<file path="src/rtl/mem_arb_pkg.sv">
// rtl/mem_arb_pkg.sv - shared state, grant and timing definitions for the SRAM arbiter
package mem_arb_pkg;

   typedef enum logic [1:0] {
      ST_IDLE    = 2'd0,
      ST_ACCESS  = 2'd1,
      ST_RECOVER = 2'd2
   } arb_state_t;

   typedef enum logic {
      GNT_CPU = 1'b0,
      GNT_LDR = 1'b1
   } grant_t;

   localparam int DEF_ACCESS_CYCLES = 2;
   localparam int DEF_ADDR_W        = 22;

endpackage

</file>
<file path="src/rtl/sram_cycle.sv">
// rtl/sram_cycle.sv - times one SRAM access and drives registered, glitch-free strobes
module sram_cycle
   import mem_arb_pkg::*;
#(
   parameter int ACCESS_CYCLES = DEF_ACCESS_CYCLES
)(
   input  logic clk,
   input  logic rst,
   input  logic start,
   input  logic we,
   output logic ce_n,
   output logic oe_n,
   output logic we_n,
   output logic dq_oe,
   output logic capture,
   output logic done
);

   localparam logic [3:0] LAST   = 4'(ACCESS_CYCLES - 1);
   localparam logic [3:0] WE_END = 4'(ACCESS_CYCLES - 2);

   logic       active;
   logic       cur_we;
   logic [3:0] cnt;

   // we_n rises one cycle early so write data is held past the strobe edge
   always_ff @(posedge clk) begin
      if (rst) begin
         active <= 1'b0;
         cur_we <= 1'b0;
         cnt    <= 4'd0;
         ce_n   <= 1'b1;
         oe_n   <= 1'b1;
         we_n   <= 1'b1;
         dq_oe  <= 1'b0;
      end else if (start) begin
         active <= 1'b1;
         cur_we <= we;
         cnt    <= 4'd0;
         ce_n   <= 1'b0;
         oe_n   <= we;
         we_n   <= ~we;
         dq_oe  <= we;
      end else if (active) begin
         if (cnt == LAST) begin
            active <= 1'b0;
            cnt    <= 4'd0;
            ce_n   <= 1'b1;
            oe_n   <= 1'b1;
            we_n   <= 1'b1;
            dq_oe  <= 1'b0;
         end else begin
            cnt <= cnt + 4'd1;
            if (cnt == WE_END)
               we_n <= 1'b1;
         end
      end
   end

   assign done    = active && (cnt == LAST);
   assign capture = done && !cur_we;

endmodule

</file>
<file path="src/rtl/mem_arbiter.sv">
// rtl/mem_arbiter.sv - round-robin sharing of one async SRAM between the Z80 and the image loader
module mem_arbiter
   import mem_arb_pkg::*;
#(
   parameter int ADDR_W        = DEF_ADDR_W,
   parameter int ACCESS_CYCLES = DEF_ACCESS_CYCLES
)(
   input  logic              clk,
   input  logic              rst,
   input  logic              cpu_req,
   input  logic              cpu_we,
   input  logic [ADDR_W-1:0] cpu_addr,
   input  logic [7:0]        cpu_di,
   output logic [7:0]        cpu_do,
   output logic              cpu_wait_n,
   input  logic              ldr_req,
   input  logic              ldr_we,
   input  logic [ADDR_W-1:0] ldr_addr,
   input  logic [7:0]        ldr_di,
   output logic [7:0]        ldr_do,
   output logic              ldr_ack,
   output logic [ADDR_W-1:0] sram_addr,
   output logic [7:0]        sram_dq_o,
   input  logic [7:0]        sram_dq_i,
   output logic              sram_dq_oe,
   output logic              sram_ce_n,
   output logic              sram_oe_n,
   output logic              sram_we_n
);

   arb_state_t        state, state_nxt;
   grant_t            last_grant, gnt_sel;
   logic              cpu_done, cpu_pend, start;
   logic              acc_capture, acc_done;
   logic              sel_we;
   logic [ADDR_W-1:0] sel_addr;
   logic [7:0]        sel_di;

   // cpu_done masks a Z80 cycle that has already been served until it ends
   assign cpu_pend   = cpu_req & ~cpu_done;
   assign cpu_wait_n = ~cpu_pend;
   assign ldr_ack    = (state == ST_RECOVER) && (last_grant == GNT_LDR);

   assign sel_we   = (gnt_sel == GNT_CPU) ? cpu_we   : ldr_we;
   assign sel_addr = (gnt_sel == GNT_CPU) ? cpu_addr : ldr_addr;
   assign sel_di   = (gnt_sel == GNT_CPU) ? cpu_di   : ldr_di;

   always_comb begin
      state_nxt = state;
      start     = 1'b0;
      gnt_sel   = GNT_CPU;
      unique case (state)
         ST_IDLE: begin
            if (cpu_pend && ldr_req) begin
               gnt_sel = (last_grant == GNT_CPU) ? GNT_LDR : GNT_CPU;
               start   = 1'b1;
            end else if (cpu_pend) begin
               gnt_sel = GNT_CPU;
               start   = 1'b1;
            end else if (ldr_req) begin
               gnt_sel = GNT_LDR;
               start   = 1'b1;
            end
            if (start)
               state_nxt = ST_ACCESS;
         end
         ST_ACCESS: begin
            if (acc_done)
               state_nxt = ST_RECOVER;
         end
         ST_RECOVER: state_nxt = ST_IDLE;
         default:    state_nxt = ST_IDLE;
      endcase
   end

   always_ff @(posedge clk) begin
      if (rst) begin
         state      <= ST_IDLE;
         last_grant <= GNT_LDR;
         cpu_done   <= 1'b0;
         sram_addr  <= '0;
         sram_dq_o  <= '0;
         cpu_do     <= '0;
         ldr_do     <= '0;
      end else begin
         state <= state_nxt;
         if (start) begin
            last_grant <= gnt_sel;
            sram_addr  <= sel_addr;
            sram_dq_o  <= sel_di;
         end
         if (acc_capture) begin
            if (last_grant == GNT_CPU)
               cpu_do <= sram_dq_i;
            else
               ldr_do <= sram_dq_i;
         end
         if (!cpu_req)
            cpu_done <= 1'b0;
         else if (acc_done && last_grant == GNT_CPU)
            cpu_done <= 1'b1;
      end
   end

   sram_cycle #(
      .ACCESS_CYCLES (ACCESS_CYCLES)
   ) u_cycle (
      .clk     (clk),
      .rst     (rst),
      .start   (start),
      .we      (sel_we),
      .ce_n    (sram_ce_n),
      .oe_n    (sram_oe_n),
      .we_n    (sram_we_n),
      .dq_oe   (sram_dq_oe),
      .capture (acc_capture),
      .done    (acc_done)
   );

endmodule

</file>
<file path="config.mk">
export PLATFORM = sky130hd
export DESIGN_NAME = mem_arbiter
export DESIGN_NICKNAME = d
export VERILOG_FILES = /design/src/rtl/mem_arb_pkg.sv /design/src/rtl/sram_cycle.sv /design/src/rtl/mem_arbiter.sv
export SDC_FILE = /design/constraint.sdc
export NUM_CORES = 1
export LEC_CHECK = 0
export ABC_AREA = 1
export CAP_MARGIN = 30
export CORE_ASPECT_RATIO = 0.5
export CORE_MARGIN = 2
export CORE_UTILIZATION = 25
export CTS_BUF_LIST = sky130_fd_sc_hd__clkbuf_16
export DETAILED_ROUTE_END_ITERATION = 16
export PLACE_DENSITY = 0.58
export SETUP_SLACK_MARGIN = 0.5
export SLEW_MARGIN = 0
export SYNTH_ARGS = -nofsm -noshare
export SYNTH_HDL_FRONTEND = slang
export SYNTH_SLANG_ARGS = --single-unit
export TNS_END_PERCENT = 10
</file>
<file path="constraint.sdc">
create_clock -name clk -period 1.51 [get_ports clk]
set_clock_uncertainty 0.05 [all_clocks]
set_input_delay 0.453 -clock clk [delete_from_list [all_inputs] [get_ports clk]]
set_output_delay 0.453 -clock clk [all_outputs]
set_load 0.1 [all_outputs]
</file>
### After elaboration in Yosys (flattened, before gate mapping)

Index checks and enable logic that the tools add are counted.

| storage, ports and cells | value |
|---|---|
| word-level logic and storage cells | 74 |
| input port bits | 74 |
| flip-flop bits (word level) | 60 |
| output and inout port bits | 52 |

| cells by class | value |
|---|---|
| reduce and logical (&&, ||, !) cells | 18 |
| equal/unequal tests | 5 |
| muxes and demuxes | 30 |
| add/sub/neg operators | 1 |
| bitwise gates (word level) | 6 |

Operators with widths:

| cell | count |
|---|---|
| 2-to-1 mux 1 bit | 24 |
| 2-to-1 mux 22 bit | 1 |
| AND reduction 2 bit | 5 |
| 2-to-1 mux 8 bit | 1 |
| logical AND 1 bit | 5 |
| NOT 1 bit | 5 |
| adder 4 x 1 -> 4 bit (second input constant) | 1 |
| == test 4 x 1 -> 1 bit (second input constant) | 1 |
| zero test 4 bit | 1 |
| 2-to-1 mux 2 bit | 2 |
| 2-to-1 mux 4 bit | 1 |
| case mux 2 bit (2 select lines) | 1 |
| nonzero test 2 bit | 2 |
| OR reduction 2 bit | 2 |
| nonzero test 3 bit | 1 |
| == test 2 x 1 -> 1 bit (second input constant) | 1 |
| == test 2 bit (second input constant) | 1 |
| zero test 2 bit | 1 |
| != test 2 x 1 -> 1 bit (second input constant) | 1 |
| != test 2 bit (second input constant) | 1 |
| bitwise AND 1 bit | 1 |
| zero test 1 bit | 1 |

### Logic depth before layout (Yosys ltp)

Gate-level depths: netlist of the first run.

| depth | value |
|---|---|
| depth after elaboration | 8 |
| gate-level depth with buffers | 9 |
| gate-level depth less buffers | 8 |

### By module

A second synthesis of the first run with hierarchy kept.

| second synthesis, totals | value |
|---|---|
| cells, all modules | 426 |
| area, all modules | 3146.8 um2 |

Modules (own cells, without submodules):

| module | times used | seq. area each (um2) | cells each | area an instance (um2) |
|---|---|---|---|---|
| mem_arbiter | 1 | 1001.0 | 359 | 2707.6 |
| sram_cycle | 1 | 200.2 | 67 | 439.2 |

### Least setup slack after synthesis of the first run

No wires, ideal clock.

| path | value |
|---|---|
| kind | register to output |
| start | register last_grant |
| end | output port ldr_ack |
| data required time | 1.007 ns |
| cell stages (with the launch flop) | 3 |
| buffers on the path | 0 |
| data arrival time | 2.518 ns |
| slack | -1.511 ns |
| cells stage by stage | dfxtp_1 > inv_1 > nor3_1 |

| on the way | value |
|---|---|
| longest elaborated chain between the ends | 1 |

RTL lines:

| element | RTL line | RTL |
|---|---|---|
| start, declared | mem_arbiter.sv:32 | `grant_t last_grant, gnt_sel;` |
| start signal, assigned | mem_arbiter.sv:88 | `last_grant <= gnt_sel;` |
| logical AND 1 bit | mem_arbiter.sv:42 | `assign ldr_ack = (state == ST_RECOVER) && (last_grant == GNT_LDR);` |
| end, declared | mem_arbiter.sv:21 | `output logic ldr_ack,` |

Every way passes these cells.

### Worst setup path in the final report of the first run

| path | value |
|---|---|
| start | register state[1] |
| end | output port ldr_ack |

| on the way | value |
|---|---|
| longest elaborated chain between the ends | 2 |

RTL lines:

| element | RTL line | RTL |
|---|---|---|
| start, declared | mem_arbiter.sv:31 | `arb_state_t state, state_nxt;` |
| start signal, assigned | mem_arbiter.sv:86 | `state <= state_nxt;` |
| == test 2 bit | mem_arbiter.sv:42 |  |
| logical AND 1 bit | mem_arbiter.sv:42 |  |

Every way passes these cells.

==> out/metrics.yaml, run 1 <==
outcome:
  status: "finished, violations left"
  violations: "negative setup slack"
sta:
  totalNegativeSetupSlack_ns: -0.405
  hold_viol_final: 0
  drv_slew: 0
  timing.final.crit_share_pct: 107
  grt_setup_unrepaired: "true"
  fin_crit_ns: 1.61
  timing.slew.headroom_pct: 80.6
  fin_ws_ns: -0.102
  worst_slew_pin_slew_ns: 0.291
  max_freq_mhz: 620
  setup_viol: 11
routing:
  drt-initial-drc-count: 140
  drt_wl_total_um: 10100
  drt-wirelength-per-cell_um: 14.9
  vias: 3029
  drc: 0
  dr.pass1.iters: 4
  final_antenna_net_count: 0
  vias_per_cell: 4.47
floorplan:
  start_util_pct: 26.3
  die-area_um2: 11900
  num_rows: 26
  coreArea_um2: 10400
  die_y_um: 78.1
  die_w_um: 152
  ioPinCount: 126
setup_path:
  cp_max_fo: 3
  start_kind: "flop"
  end_kind: "output port"
  critPathKind: "flop to output port"
  worstPathCellList: "inv_2 > nor3_4 > buf_12"
  worst_ep_required_time_ns: 1.01
  slowest_delay_ns: 0.34
  path_buf_inv: 2
  slowest_stage: "dfxtp_2"
  critPathTopFamily: "flip-flops"
  arrival_ns: 1.11
logic_synthesis:
  synthTopCellsByArea: "dfxtp_1 (44%), nand2_1 (14%), nand3b_1 (7.7%), a21oi_1 (6.9%), o21ai_1 (5.3%)"
  yosysSeqAreaShare_pct: 43.7
  ys_types: 26
  yosys.area.top_type: "dfxtp_1"
  syn_nets: 445
  syn_avg_cell_area_um2: 7.40
  syn_inst: 371
  ys_ff_latch: 60
  yosys.area.top_type_share_pct: 43.7
  synth_area_um2: 2750
  ys_warn_count: 0
cts:
  ctsHtreeMaxLevel: 3
  cts_buffer_depth: 2
  clk_pin_slew_ns: 0.05
  clock_sinks: 60
  clk_latency_ns: 0.32
  cts_tree: "built"
  numCtsBuffers: 9
  cts_root_buffer: "clkbuf_16"
power:
  netSwitchingFraction_pct: 36.9
  power_density_nw_per_um2: 1180
  pwr-share-seq_pct: 27.6
  power.internal_mw: 4.46
  vdd_drop_max_v: 0.000582
  p_leak_nw: 2.38
  power.switching_mw: 2.61
  clkPwrFrac_pct: 30.3
  combPwrFrac_pct: 42.1
layout:
  fillers: 881
  layout-drive-gt1-share_pct: 48.5
  finalNetCount: 607
  finalNonFillerCells: 678
  area_growth_pct: 118
  multi_input_area_um2: 1640
  num_antenna_cells: 0
  fin_util_pct: 57.3
  seq_area_um2: 1280
grt:
  grt_use_total_pct: 15.7
  antenna_found_initial: 0
  grt_max_degree: 39
  grt_pass1_wl_um: 14500
  first_global_vias: 2862
  grt_overflow: 0
place:
  place_ws_ns: -0.453
  placedCellCount: 633
  dp_hpwl_um: 5950
  portBuffers: 125
  gp_congestion: 0.735
run:
  drv_cap: 0
hold_path:
  min_path_type: "primary input to flop"
cell usage in the layout (no fill, tap or decap), types with 2 or more instances in the layout:
cell / instances
a21oi_1: 27
a21oi_2: 11
buf_12: 61
buf_16: 5
buf_4: 17
buf_6: 12
bufinv_16: 2
clkbuf_16: 13
clkdlybuf4s50_1: 70
clkinv_1: 3
dfxtp_1: 5
dfxtp_2: 51
dfxtp_4: 4
inv_1: 17
inv_2: 4
inv_4: 4
nand2_1: 70
nand2_2: 24
nand2_4: 11
nand3_1: 10
nand3_2: 7
nand3_4: 3
nand3b_1: 28
nor2_1: 19
nor2_2: 4
nor2_4: 7
o21ai_1: 21
o21ai_2: 12
logic make-up after synthesis:
group / Yosys count / synth area share (%)
AOI/OAI and AO/OA: 73 / 13.5
xor gates and xnor gates: 1 / 0.319
DFF: 60 / 43.7
and+or+nand+nor: 189 / 33.5
buffers and inverters: 48 / 8.93
worst register-to-register path, delay by kind of cell, from the launching register on:
kind                   cells  cell delay [ns]
AO/OA/AOI/OAI              1             0.12
flip-flops                 1             0.35
buffers and inverters      5             0.61
AND/OR/NAND/NOR            4             0.37
layout make-up:
class | count | share of cell area [%]
Timing Repair Buffer | 173 | 41.2
Multi-Input combinational cell | 263 | 27.4
Sequential cell | 60 | 21.4
Clock buffer | 9 | 3.77
Tap cell | 140 | 2.93
Inverter | 26 | 1.97
Clock inverter | 7 | 1.38
cells in the mapped netlist:
| cell type | number |
|---|---|
| o21ai_1 | 29 |
| nand3_1 | 19 |
| o21ai_0 | 4 |
| dfxtp_1 | 60 |
| nor2_1 | 23 |
| inv_2 | 3 |
| nand4_4 | 1 |
| clkinv_2 | 1 |
| xor2_1 | 1 |
| nand2_4 | 1 |
| nand2_1 | 102 |
| nor2_2 | 3 |
| o211ai_1 | 1 |
| inv_1 | 22 |
| a21oi_1 | 38 |
| nand3_2 | 1 |
| nand2_2 | 3 |
| clkbuf_1 | 3 |
| nor2_4 | 4 |
| nor3_1 | 3 |
| buf_2 | 6 |
| buf_6 | 2 |
| buf_4 | 11 |
| o21bai_1 | 1 |
| nand3b_1 | 28 |
| nand4_1 | 1 |
per-layer routing:
metal  GRT usage (%)  share of wire, %  vias to the layer above
met5               0                 0                        -
met4            3.93              0.56                        0
met3            6.24               5.8                        5
met2            27.2                50                       65
met1            18.2                44                     1426
li1                -                 -                     1533
timing repair:
item | in CTS | in global routing
gates resized for setup | 128 | 52
endpoints found under the setup margin | 112 | 112
pin swaps | 80 | 69
endpoints found under the hold margin | 0 | 0
cloned | 5 | 4
buffers inserted | 10 | 10
hold buffers | 0 | 0
path summary, 6_finish.rpt:
| path | start | to | slack, ns | cells after the start |
|---|---|---|---|---|
| max | state[1] | ldr_ack | -0.10 | 3 |
| min | cpu_req | cpu_done | 0.39 | 3 |
| max reg2reg | state[0] | sram_dq_o[3] | -0.05 | 10 |
| min reg2reg | sram_addr[16] | sram_addr[16] | 0.42 | 2 |
stage by stage:
step / total power, mW / hold WS, ns / cell area [um^2]
global route: 7.34 / 0.381 / 5980
finish: 7.07 / 0.386 / 5980
floorplan: 3.37 / 0.404 / 2800
CTS: 6.91 / 0.355 / 5600
global placement: 4.39 / 0.424 / 4800
detailed placement: 4.40 / 0.431 / 4800
power groups by stage:
stage / combinational, mW / sequential [mW] / clock [mW]
finish: 2.97 / 1.95 / 2.14
global placement: 2.44 / 1.94 / 0
CTS: 2.75 / 1.95 / 2.20
floorplan: 0.539 / 2.83 / 0
detailed placement: 2.45 / 1.94 / 0
global route: 3.09 / 1.97 / 2.27
sequential cells by signal, indices dropped and copies added (netlist names):
register / cells
sram_addr: 22
cpu_do: 8
ldr_do: 8
sram_dq_o: 8
u_cycle.cnt: 4
state: 2
cpu_done: 1
last_grant: 1
u_cycle.active: 1
u_cycle.ce_n: 1
u_cycle.cur_we: 1
u_cycle.dq_oe: 1
u_cycle.oe_n: 1
u_cycle.we_n: 1
Note: power is estimated with default switching activity, not from simulation.
==> run 2: changes to the inputs <==
CELL_PAD_IN_SITES_DETAIL_PLACEMENT = 1   (was unset)
CELL_PAD_IN_SITES_GLOBAL_PLACEMENT = 1   (was unset)
PLACE_DENSITY = 0.77   (was 0.58)
==> out/metrics.yaml, run 2 (synthesized netlist as in run 1, its figures left out) <==
layout:
  seq_area_um2: 1290  # was 1280 um^2
  final_area_um2: 6160  # was 5980 um^2
  regMostFlops: "sram_addr"  # unchanged
  finalNetCount: 607  # unchanged
  fillers: 1082  # was 881
  multi_input_area_um2: 1730  # was 1640 um^2
  area_growth_pct: 124  # was 118%
  layout-drive-gt1-share_pct: 51.3  # was 48.5%
  largest_reg_flops: 22  # unchanged
  fin_util_pct: 59.0  # was 57.3%
  num_antenna_cells: 0  # unchanged
  final_common_cell: "nand2_1"
  final_cell_mix: "nand2_1 (81), clkdlybuf4s50_1 (70), buf_12 (62)"  # was nand2_1 (70), clkdlybuf4s50_1 (70), buf_12 (61)
routing:
  drt-wirelength-per-cell_um: 19.5  # was 14.9 um
  vias: 3269  # was 3029
  dr.pass1.iters: 4  # unchanged
  drt_wl_total_um: 13300  # was 10100 um
  drt-initial-drc-count: 148  # was 140
  vias_per_cell: 4.82  # was 4.47
  final_antenna_net_count: 0  # unchanged
  drc: 0  # unchanged
hold_path:
  holdPathStages: 2  # was 3
  min_path_type: "flop to flop"  # was primary input to flop
  min-delay-start: "sram_addr[1]"  # was cpu_req
  hold_end: "sram_addr[1]"  # was cpu_done
place:
  dp_hpwl_um: 6870  # was 5950 um
  post_dp_cell_area_um2: 4790  # was 4800 um^2
  place_ws_ns: -0.458  # was -0.453 ns
  portBuffers: 125  # unchanged
  gp_congestion: 0.753  # was 0.735
power:
  vdd_drop_max_v: 0.000451  # was 0.000582 V
  power_density_nw_per_um2: 1170  # was 1180 nW/um^2
  p_leak_nw: 2.42  # was 2.38 nW
  power_mw: 7.19  # was 7.07 mW
outcome:
  violations: "negative setup slack"  # unchanged
  status: "finished, violations left"  # unchanged
cts:
  clk_pin_slew_ns: 0.05  # about the same
  cts_root_buffer: "clkbuf_16"  # unchanged
  numCtsBuffers: 9  # unchanged
  cts_tree: "built"  # unchanged
  cts_hold_buf: 0  # unchanged
  clk_latency_ns: 0.33  # was 0.32 ns
  cts_buffer_depth: 2  # unchanged
  clock_sinks: 60  # unchanged
  ctsHtreeMaxLevel: 3  # unchanged
floorplan:
  coreArea_um2: 10400  # unchanged
  die_w_um: 152  # unchanged
  num_rows: 26  # unchanged
  ioPinCount: 126  # unchanged
  die_y_um: 78.1  # unchanged
  start_util_pct: 26.3  # unchanged
  die-area_um2: 11900  # unchanged
grt:
  first_global_vias: 3533  # was 2862
  grt_max_degree: 32  # was 39
  grt_use_total_pct: 20.6  # was 15.7%
  antenna_found_initial: 0  # unchanged
  grt_overflow: 0  # unchanged
  grt_pass1_wl_um: 19000  # was 14500 um
setup_path:
  worst_ep_required_time_ns: 1.01  # about the same
  cp_max_fo: 2  # was 3
  rr_worst_depth: 8  # was 10
  reg2reg_slack_ns: -0.04  # was -0.05 ns
  r2r-end: "sram_addr[20]"  # was sram_dq_o[3]
  start_kind: "flop"  # unchanged
  arrival_ns: 1.15  # was 1.11 ns
  timing.rr.start: "cpu_done"  # was state[0]
  end_kind: "output port"  # unchanged
  critPathKind: "flop to output port"  # unchanged
sta:
  drv_slew: 0  # unchanged
  fin_crit_ns: 1.65  # was 1.61 ns
  worst_slew_pin_slew_ns: 0.373  # was 0.291 ns
  timing.slew.headroom_pct: 75.1  # was 80.6%
  grt_setup_unrepaired: "true"  # unchanged
  fin_ws_ns: -0.143  # was -0.102 ns
  timing.final.crit_share_pct: 109  # was 107%
  totalNegativeSetupSlack_ns: -0.246  # was -0.405 ns
  hold_viol_final: 0  # unchanged
  setup_viol: 7  # was 11
  max_freq_mhz: 605  # was 620 MHz
run:
  drv_cap: 0  # unchanged
-- run 2: cell count changes in the layout (fill, tap and decap cells not counted), sizes merged --
cell           change
clkinv             -2
clkinvlp           +2
bufbuf             +1
bufinv             -1
clkdlybuf4s15      -1
dlygate4sd2        -1
inv                +1
nand3              +1
-- run 2: timing repair --
| action | in CTS | in global routing |
|---|---|---|
| endpoints found under the setup margin | 112 | 112 |
| buffers inserted | 12 | 6 |
| pin swaps | 45 | 65 |
| gates resized for setup | 121 | 80 |
| gates cloned | 11 | 3 |
-- run 2: critical path, cell delays in order (launching register included) --
cell     delay [ns]
dfxtp_2        0.36
inv_4          0.05
nor3_4         0.20
buf_12         0.20
-- run 2: worst max path at each step --
stage,start,to,slack [ns],cells past startpoint
global route,last_grant,ldr_ack,-0.17,3
finish,last_grant,ldr_ack,-0.14,3
floorplan,state[1],ldr_ack,-0.14,2
global placement,cpu_req,sram_dq_o[0],-0.43,9
CTS,last_grant,ldr_ack,-0.13,3
detailed placement,cpu_req,sram_dq_o[6],-0.46,9
-- run 2: power by group --
group	switching [mW]	internal, mW
Sequential	0.189	1.78
Combinational	1.82	1.33
Clock	0.799	1.27
Total	2.81	4.38
-- run 2: metrics by stage --
| step | std cells | hold slack [ns] |
|---|---|---|
| after floorplan | 371 | 0.404 |
| after global placement | 630 | 0.419 |
| after detailed placement | 630 | 0.436 |
| after CTS | 669 | 0.410 |
| after global routing | 678 | 0.437 |
| final | 678 | 0.420 |
-- run 2: cell type report --
| type | instances | area share [%] |
|---|---|---|
| multi-input cells | 264 | 28.0 |
| clock inverters | 7 | 1.12 |
| inverters | 26 | 1.91 |
| repair buffers | 172 | 41.5 |
| flip-flops and latches | 60 | 21.0 |
| clock buffers | 9 | 3.65 |
| well taps | 140 | 2.84 |
-- run 2: routing by layer --
layer  up-vias  part of all wire (%)  global-route usage [%]
met4         0                   2.2                    8.41
met2       108                    53                    37.6
met5         -                     0                       0
met3        25                   5.3                    6.07
li1       1541                     -                       -
met1      1595                    39                    22.8
==> RTL change 1, RTL diff (flow settings as in run 2) <==
The 3 states of `arb_state_t` get a one-hot encoding in 3 bits.
--- a/src/rtl/mem_arb_pkg.sv
+++ b/src/rtl/mem_arb_pkg.sv
@@ -1,10 +1,10 @@
 // rtl/mem_arb_pkg.sv - shared state, grant and timing definitions for the SRAM arbiter
 package mem_arb_pkg;
 
-   typedef enum logic [1:0] {
-      ST_IDLE    = 2'd0,
-      ST_ACCESS  = 2'd1,
-      ST_RECOVER = 2'd2
+   typedef enum logic [2:0] {
+      ST_IDLE    = 3'b001,
+      ST_ACCESS  = 3'b010,
+      ST_RECOVER = 3'b100
    } arb_state_t;
 
    typedef enum logic {
Function: no difference found for any inputs over 10 cycles, from zero or initial values and one cycle with rst high; not proved beyond that.
==> RTL change 1 against run 2 <==
  * The run still ends with setup timing left
  * Largest power group unchanged
  * Setup slack got worse by 0.084 ns
  * Wire length grew 10%
  * Clock power decreased by 14%
  * Worst hold slack worse by 0.0025 ns
  * Synthesized area grew 3.8%
  * Total power decreased by 4.7%
  * Highest routed layer unchanged
  * Global-route usage fell by 0.53 points
  * Sequential cell count up 1
  * Design area shrank 4.9%
==> RTL change 1: results (changes against run 2) <==
* Final-layout fill cell count at 1249 (was 1082)
* Ant. Diodes at 0 (unchanged)
* Fraction of synthesis flops using an asynchronous set or reset pin at 0 (unchanged)
* Last weighted congestion value of the routability-driven placer at 0.749 (was 0.753)
* Layout Nets at 668 (was 607)
* Deepest clock path buffer count at 2 (unchanged)
* Violated checks: setup timing (unchanged)
* Instance area after placement at 4980 µm² (was 4790 µm²)
* Most used flip-flop cell after synthesis: sky130_fd_sc_hd__dfxtp_1 (unchanged)
* Clock buffers created by TritonCTS at 9 (unchanged)
* WL final at 14600 µm (was 13300 µm)
* Class of the most critical hold timing path: register to register (unchanged)
* Most flops, register: sram_addr (unchanged)
* Number of search-and-repair iterations in the first detailed-routing pass at 5 (was 4)
* Count of yosys warnings during synthesis at 0 (unchanged)
* Arrival time at the worst endpoint at 1.23 ns (was 1.15 ns)
* Half-perimeter wire length of the detailed placement result at 7750 µm (was 6870 µm)
* Share of cells above drive strength 1 at 0.400 (was 0.513)
* Least setup slack across all paths after layout at -0.227 ns (was -0.143 ns)
* # port buffers at 125 (unchanged)
* Sequential share of the synthesized area at 0.428 (was 0.437)
* Largest fanout of any net on the critical path at 3 (was 2)
* Global-route wire length before repair at 18900 µm (was 19000 µm)
* Clock-pin slew on the worst setup and hold paths at 0.05 ns (about the same)
* Worst Max-Slew Pin Slew at 0.456 ns (was 0.373 ns)
* Number of violations reported at the end of detailed-routing iteration 0 at 153 (was 148)
* Total routing usage reported by global routing at 0.201 (was 0.206)
* Number of unique standard cell types used by synthesis at 25 (was 26)
* Initial antenna violation count at 0 (unchanged)
* Final-report setup violation count at 14 (was 7)
* H-tree levels at 3 (unchanged)
* Largest register FFs at 22 (unchanged)
* Status: finished with violations (unchanged)
* Accumulated negative setup slack at -0.635 ns (was -0.246 ns)
* Number of global-route vias before repair at 3557 (was 3533)
* Maximum number of pins on one net before global-route repair at 20 (was 32)
* Most common library cells after synthesis: sky130_fd_sc_hd__nand2_1, sky130_fd_sc_hd__inv_1, sky130_fd_sc_hd__dfxtp_1, sky130_fd_sc_hd__nand3_1, sky130_fd_sc_hd__nor2_1 (was sky130_fd_sc_hd__nand2_1, sky130_fd_sc_hd__dfxtp_1, sky130_fd_sc_hd__a21oi_1, sky130_fd_sc_hd__o21ai_1, sky130_fd_sc_hd__nand3b_1)
* Master cell of the clock root buffer: sky130_fd_sc_hd__clkbuf_16 (unchanged)
* Static power due to leakage at 2.82 nW (was 2.42 nW)
* Synthesized netlist net count at 509 (was 445)
* Worst IR Drop VDD at 0.536 mV (was 0.451 mV)
* Cells taking the most area after synthesis: sky130_fd_sc_hd__dfxtp_1, sky130_fd_sc_hd__nand2_1, sky130_fd_sc_hd__inv_1, sky130_fd_sc_hd__nand3_1, sky130_fd_sc_hd__nor2_1 (was sky130_fd_sc_hd__dfxtp_1, sky130_fd_sc_hd__nand2_1, sky130_fd_sc_hd__nand3b_1, sky130_fd_sc_hd__a21oi_1, sky130_fd_sc_hd__o21ai_1)
* Clock latency reported for the late side of the worst-skew pair at 0.33 ns (about the same)
* Total number of vias at 3486 (was 3269)
## RTL change 1: cell count changes after synthesis, sizes merged, moves of 7 or more
cell,run 2,this run
inv,25,80
nand3,20,39
nand3b,28,0
nand2,106,171
nor2,30,46
a21oi,38,3
nand4,2,9
o21ai,33,3
## RTL change 1: per-stage QoR
stage               hold slack (ns)  setup WS, ns  cells
finish                        0.417        -0.227    743
floorplan                     0.433        -0.429    435
detailed placement            0.432        -0.439    709
CTS                           0.421        -0.229    733
global placement              0.423        -0.384    709
global route                  0.435        -0.251    743
## RTL change 1: area by class of cell
| cell class | instances | area, µm² | share of cell area |
|---|---|---|---|
| repair inverters | 2 | 17.5 | 0.00299 |
| flip-flops and latches | 61 | 1320 | 0.226 |
| repair buffers | 161 | 2210 | 0.378 |
| inverters | 81 | 324 | 0.0553 |
| clock buffers | 9 | 225 | 0.0384 |
| well taps | 145 | 181 | 0.0309 |
| clock inverters | 6 | 25.0 | 0.00427 |
| multi-input cells | 278 | 1550 | 0.265 |
## RTL change 1: final timing paths
| kind | startpoint | cells past startpoint | slack (ns) | end |
|---|---|---|---|---|
| setup / recovery | state[0] | 2 | -0.23 | ldr_ack |
| hold reg to reg | sram_addr[10] | 2 | 0.42 | sram_addr[10] |
| hold / removal | sram_addr[10] | 2 | 0.42 | sram_addr[10] |
| setup reg to reg | state[0] | 9 | -0.09 | u_cycle.we_n |
## RTL change 1: cell families (layout without fill, tap and decap cells)
logic type	count (synthesis)	after routing	share of synthesized area
AOI/OAI and AO/OA	6	6	0.0105
xor gates and xnor gates	3	3	0.00922
buffers and inverters	96	259	0.138
and+or+nand+nor	269	269	0.414
DFF	61	61	0.428
## RTL change 1: metal layers
layer | part of all wire | global-route usage | up-vias
li1 | - | - | 1611
met1 | 0.39 | 0.212 | 1729
met2 | 0.54 | 0.390 | 105
met3 | 0.034 | 0.0369 | 41
met4 | 0.035 | 0.0981 | 0
met5 | 0 | 0 | -
## RTL change 1: worst max-delay path: stages, from the launching register on
cell                      delay [ns]
sky130_fd_sc_hd__dfxtp_4        0.35
sky130_fd_sc_hd__nor4_4         0.33
sky130_fd_sc_hd__buf_12         0.22
## RTL change 1: repair_timing
action                     4_1_cts  5_1_grt
cloned                           4        2
setup buffers                    5        8
gates resized for setup        100       68
pin swaps                       25       41
setup endpoints to repair      113      113
## RTL change 1: where the power goes
group / leakage (nW) / switching, mW / internal, mW / total (mW)
logic: 2.16 / 1.89 / 1.15 / 3.05
registers: 0.524 / 0.222 / 1.81 / 2.03
clock network: 0.136 / 0.699 / 1.07 / 1.77
total: 2.82 / 2.82 / 4.03 / 6.85
==> RTL change 2, RTL diff (config.mk and constraints of run 2) <==
Without the edit above. `DEF_ADDR_W`: 22 -> 44.
--- a/src/rtl/mem_arb_pkg.sv
+++ b/src/rtl/mem_arb_pkg.sv
@@ -13,7 +13,7 @@
    } grant_t;
 
    localparam int DEF_ACCESS_CYCLES = 2;
-   localparam int DEF_ADDR_W        = 22;
+   localparam int DEF_ADDR_W        = 44;
 
 endpackage
 
Interface: changed (resized cpu_addr, ldr_addr and sram_addr); port bits go from 126 to 192. The function was not compared with the original's and may differ.
==> RTL change 2 against run 2 <==
  * The flow still finishes with violations (setup timing)
  * Register-to-register slack worse by 0.11 ns
  * Setup slack worse by 0.0065 ns
  * Synthesized area is 42% higher
  * Wire length up 58%
  * Design area grew 39%
  * Die area grew 40%
  * Global-route usage increased by 0.76 points
  * Sequential cell count up 22
  * Total power increased by 36%
  * Critical path type is now register to register
  * Critical endpoint is now sram_addr[34]
  * Largest cell class unchanged
  * Largest power group unchanged
==> RTL change 2: results (changes against run 2) <==
* Number of violations reported at the end of detailed-routing iteration 0 at 208 (was 148)
* Instance area after placement at 6930 µm² (was 4790 µm²)
* Pre-CTS setup slack at -0.577 ns (was -0.458 ns)
* Most common library cells after synthesis: sky130_fd_sc_hd__nand2_1, sky130_fd_sc_hd__inv_1, sky130_fd_sc_hd__dfxtp_1, sky130_fd_sc_hd__nand3_1, sky130_fd_sc_hd__nor2_1 (was sky130_fd_sc_hd__nand2_1, sky130_fd_sc_hd__dfxtp_1, sky130_fd_sc_hd__a21oi_1, sky130_fd_sc_hd__o21ai_1, sky130_fd_sc_hd__nand3b_1)
* Final-report setup violation count at 56 (was 7)
* Status: finished with violations (unchanged)
* Total number of vias at 4904 (was 3269)
* Post-detailed-route wirelength per cell at 19.6 µm (was 19.5 µm)
* Worst IR Drop VDD at 0.634 mV (was 0.451 mV)
* Violated checks: setup timing (unchanged)
* # port buffers at 191 (was 125)
* Cells taking the most area after synthesis: sky130_fd_sc_hd__dfxtp_1, sky130_fd_sc_hd__nand2_1, sky130_fd_sc_hd__inv_1, sky130_fd_sc_hd__nand3_1, sky130_fd_sc_hd__nor2_1 (was sky130_fd_sc_hd__dfxtp_1, sky130_fd_sc_hd__nand2_1, sky130_fd_sc_hd__nand3b_1, sky130_fd_sc_hd__a21oi_1, sky130_fd_sc_hd__o21ai_1)
* Worst Max-Slew Pin Slew at 0.373 ns (about the same)
* Global-route wire length before repair at 27500 µm (was 19000 µm)
* Arrival time at the worst endpoint at 1.88 ns (was 1.15 ns)
* Number of unique standard cell types used by synthesis at 22 (was 26)
* Slowest CP cell: sky130_fd_sc_hd__dfxtp_4 (was sky130_fd_sc_hd__dfxtp_2)
* Total routing usage reported by global routing at 0.214 (was 0.206)
* Number of global-route vias before repair at 5115 (was 3533)
* Largest fanout of any net on the critical path at 7 (was 2)
* Maximum number of pins on one net before global-route repair at 19 (was 32)
* Clock-pin slew on the worst setup and hold paths at 0.07 ns (was 0.05 ns)
* Least setup slack across all paths after layout at -0.149 ns (was -0.143 ns)
* Cell family contributing the most delay on the critical path: buffers and inverters (was flip-flops)
* Share of cells above drive strength 1 at 0.351 (was 0.513)
* Last weighted congestion value of the routability-driven placer at 0.804 (was 0.753)
* Synthesized netlist net count at 735 (was 445)
* Half-perimeter wire length of the detailed placement result at 10800 µm (was 6870 µm)
## RTL change 2: changes by cell type in the layout (fill, tap and decap cells not counted), moves of 28 or more
cell / change
sky130_fd_sc_hd__inv_1: +102
sky130_fd_sc_hd__nand2_1: +99
sky130_fd_sc_hd__nand3b_1: -28
sky130_fd_sc_hd__nand3_1: +43
sky130_fd_sc_hd__clkdlybuf4s50_1: +44
sky130_fd_sc_hd__dfxtp_1: +41
## RTL change 2: what timing repair did
item / CTS / global route
resized for setup: 71 / 136
buffers inserted: 18 / 12
hold endpoints to repair: 0 / 0
pin swaps: 37 / 59
endpoints found under the setup margin: 156 / 156
cloned: 11 / 4
## RTL change 2: final cells by class
type	count	area (µm²)
diodes	1	2.50
clock buffers	10	250
clock inverters	5	108
fillers	1731	6780
inverters	133	534
multi-input cells	379	2070
flip-flops and latches	82	1710
well taps	204	255
repair buffers	254	3620
## RTL change 2: layer usage
layer  track usage  up-vias  wire (µm)
met4        0.0712        0        761
li1              -     2298          -
met1         0.243     2398       8320
met2         0.401      154      11000
met5             0        -          0
met3        0.0433       54        811
## RTL change 2: cell families after synthesis
kind of cell              Yosys count  synth area share
AOI/OAI and AO/OA                  10            0.0135
xor gates and xnor gates            1           0.00225
buffers and inverters             156             0.169
DFF                                82             0.422
and+or+nand+nor                   368             0.393
## RTL change 2: path summary, 6_finish.rpt
| check | to | start | slack, ns | cells past startpoint |
|---|---|---|---|---|
| worst min-delay path | sram_addr[37] | sram_addr[37] | 0.43 | 2 |
| worst max register to register | sram_addr[34] | state[0] | -0.15 | 12 |
| worst min register to register | sram_addr[37] | sram_addr[37] | 0.43 | 2 |
| worst max-delay path | sram_addr[34] | state[0] | -0.15 | 12 |
## RTL change 2: metrics by stage
stage	power, mW	std cells	hold WS (ns)
finish	9.81	1068	0.431
global route	10.1	1067	0.444
CTS	9.39	1051	0.433
detailed placement	6.25	1007	0.422
global placement	6.20	1007	0.407
floorplan	4.70	617	0.395
## RTL change 2: report_power, final
group	total, mW	switching [mW]	internal (mW)
combinational	4.41	2.62	1.79
clock	2.70	0.982	1.72
sequential	2.70	0.293	2.40
total	9.81	3.89	5.92
## RTL change 2: tightest hold or removal path: cells and delay by family, from the launching register on
family | cells | cell delay, ns
flip-flops | 1 | 0.35
AND/OR/NAND/NOR | 2 | 0.10
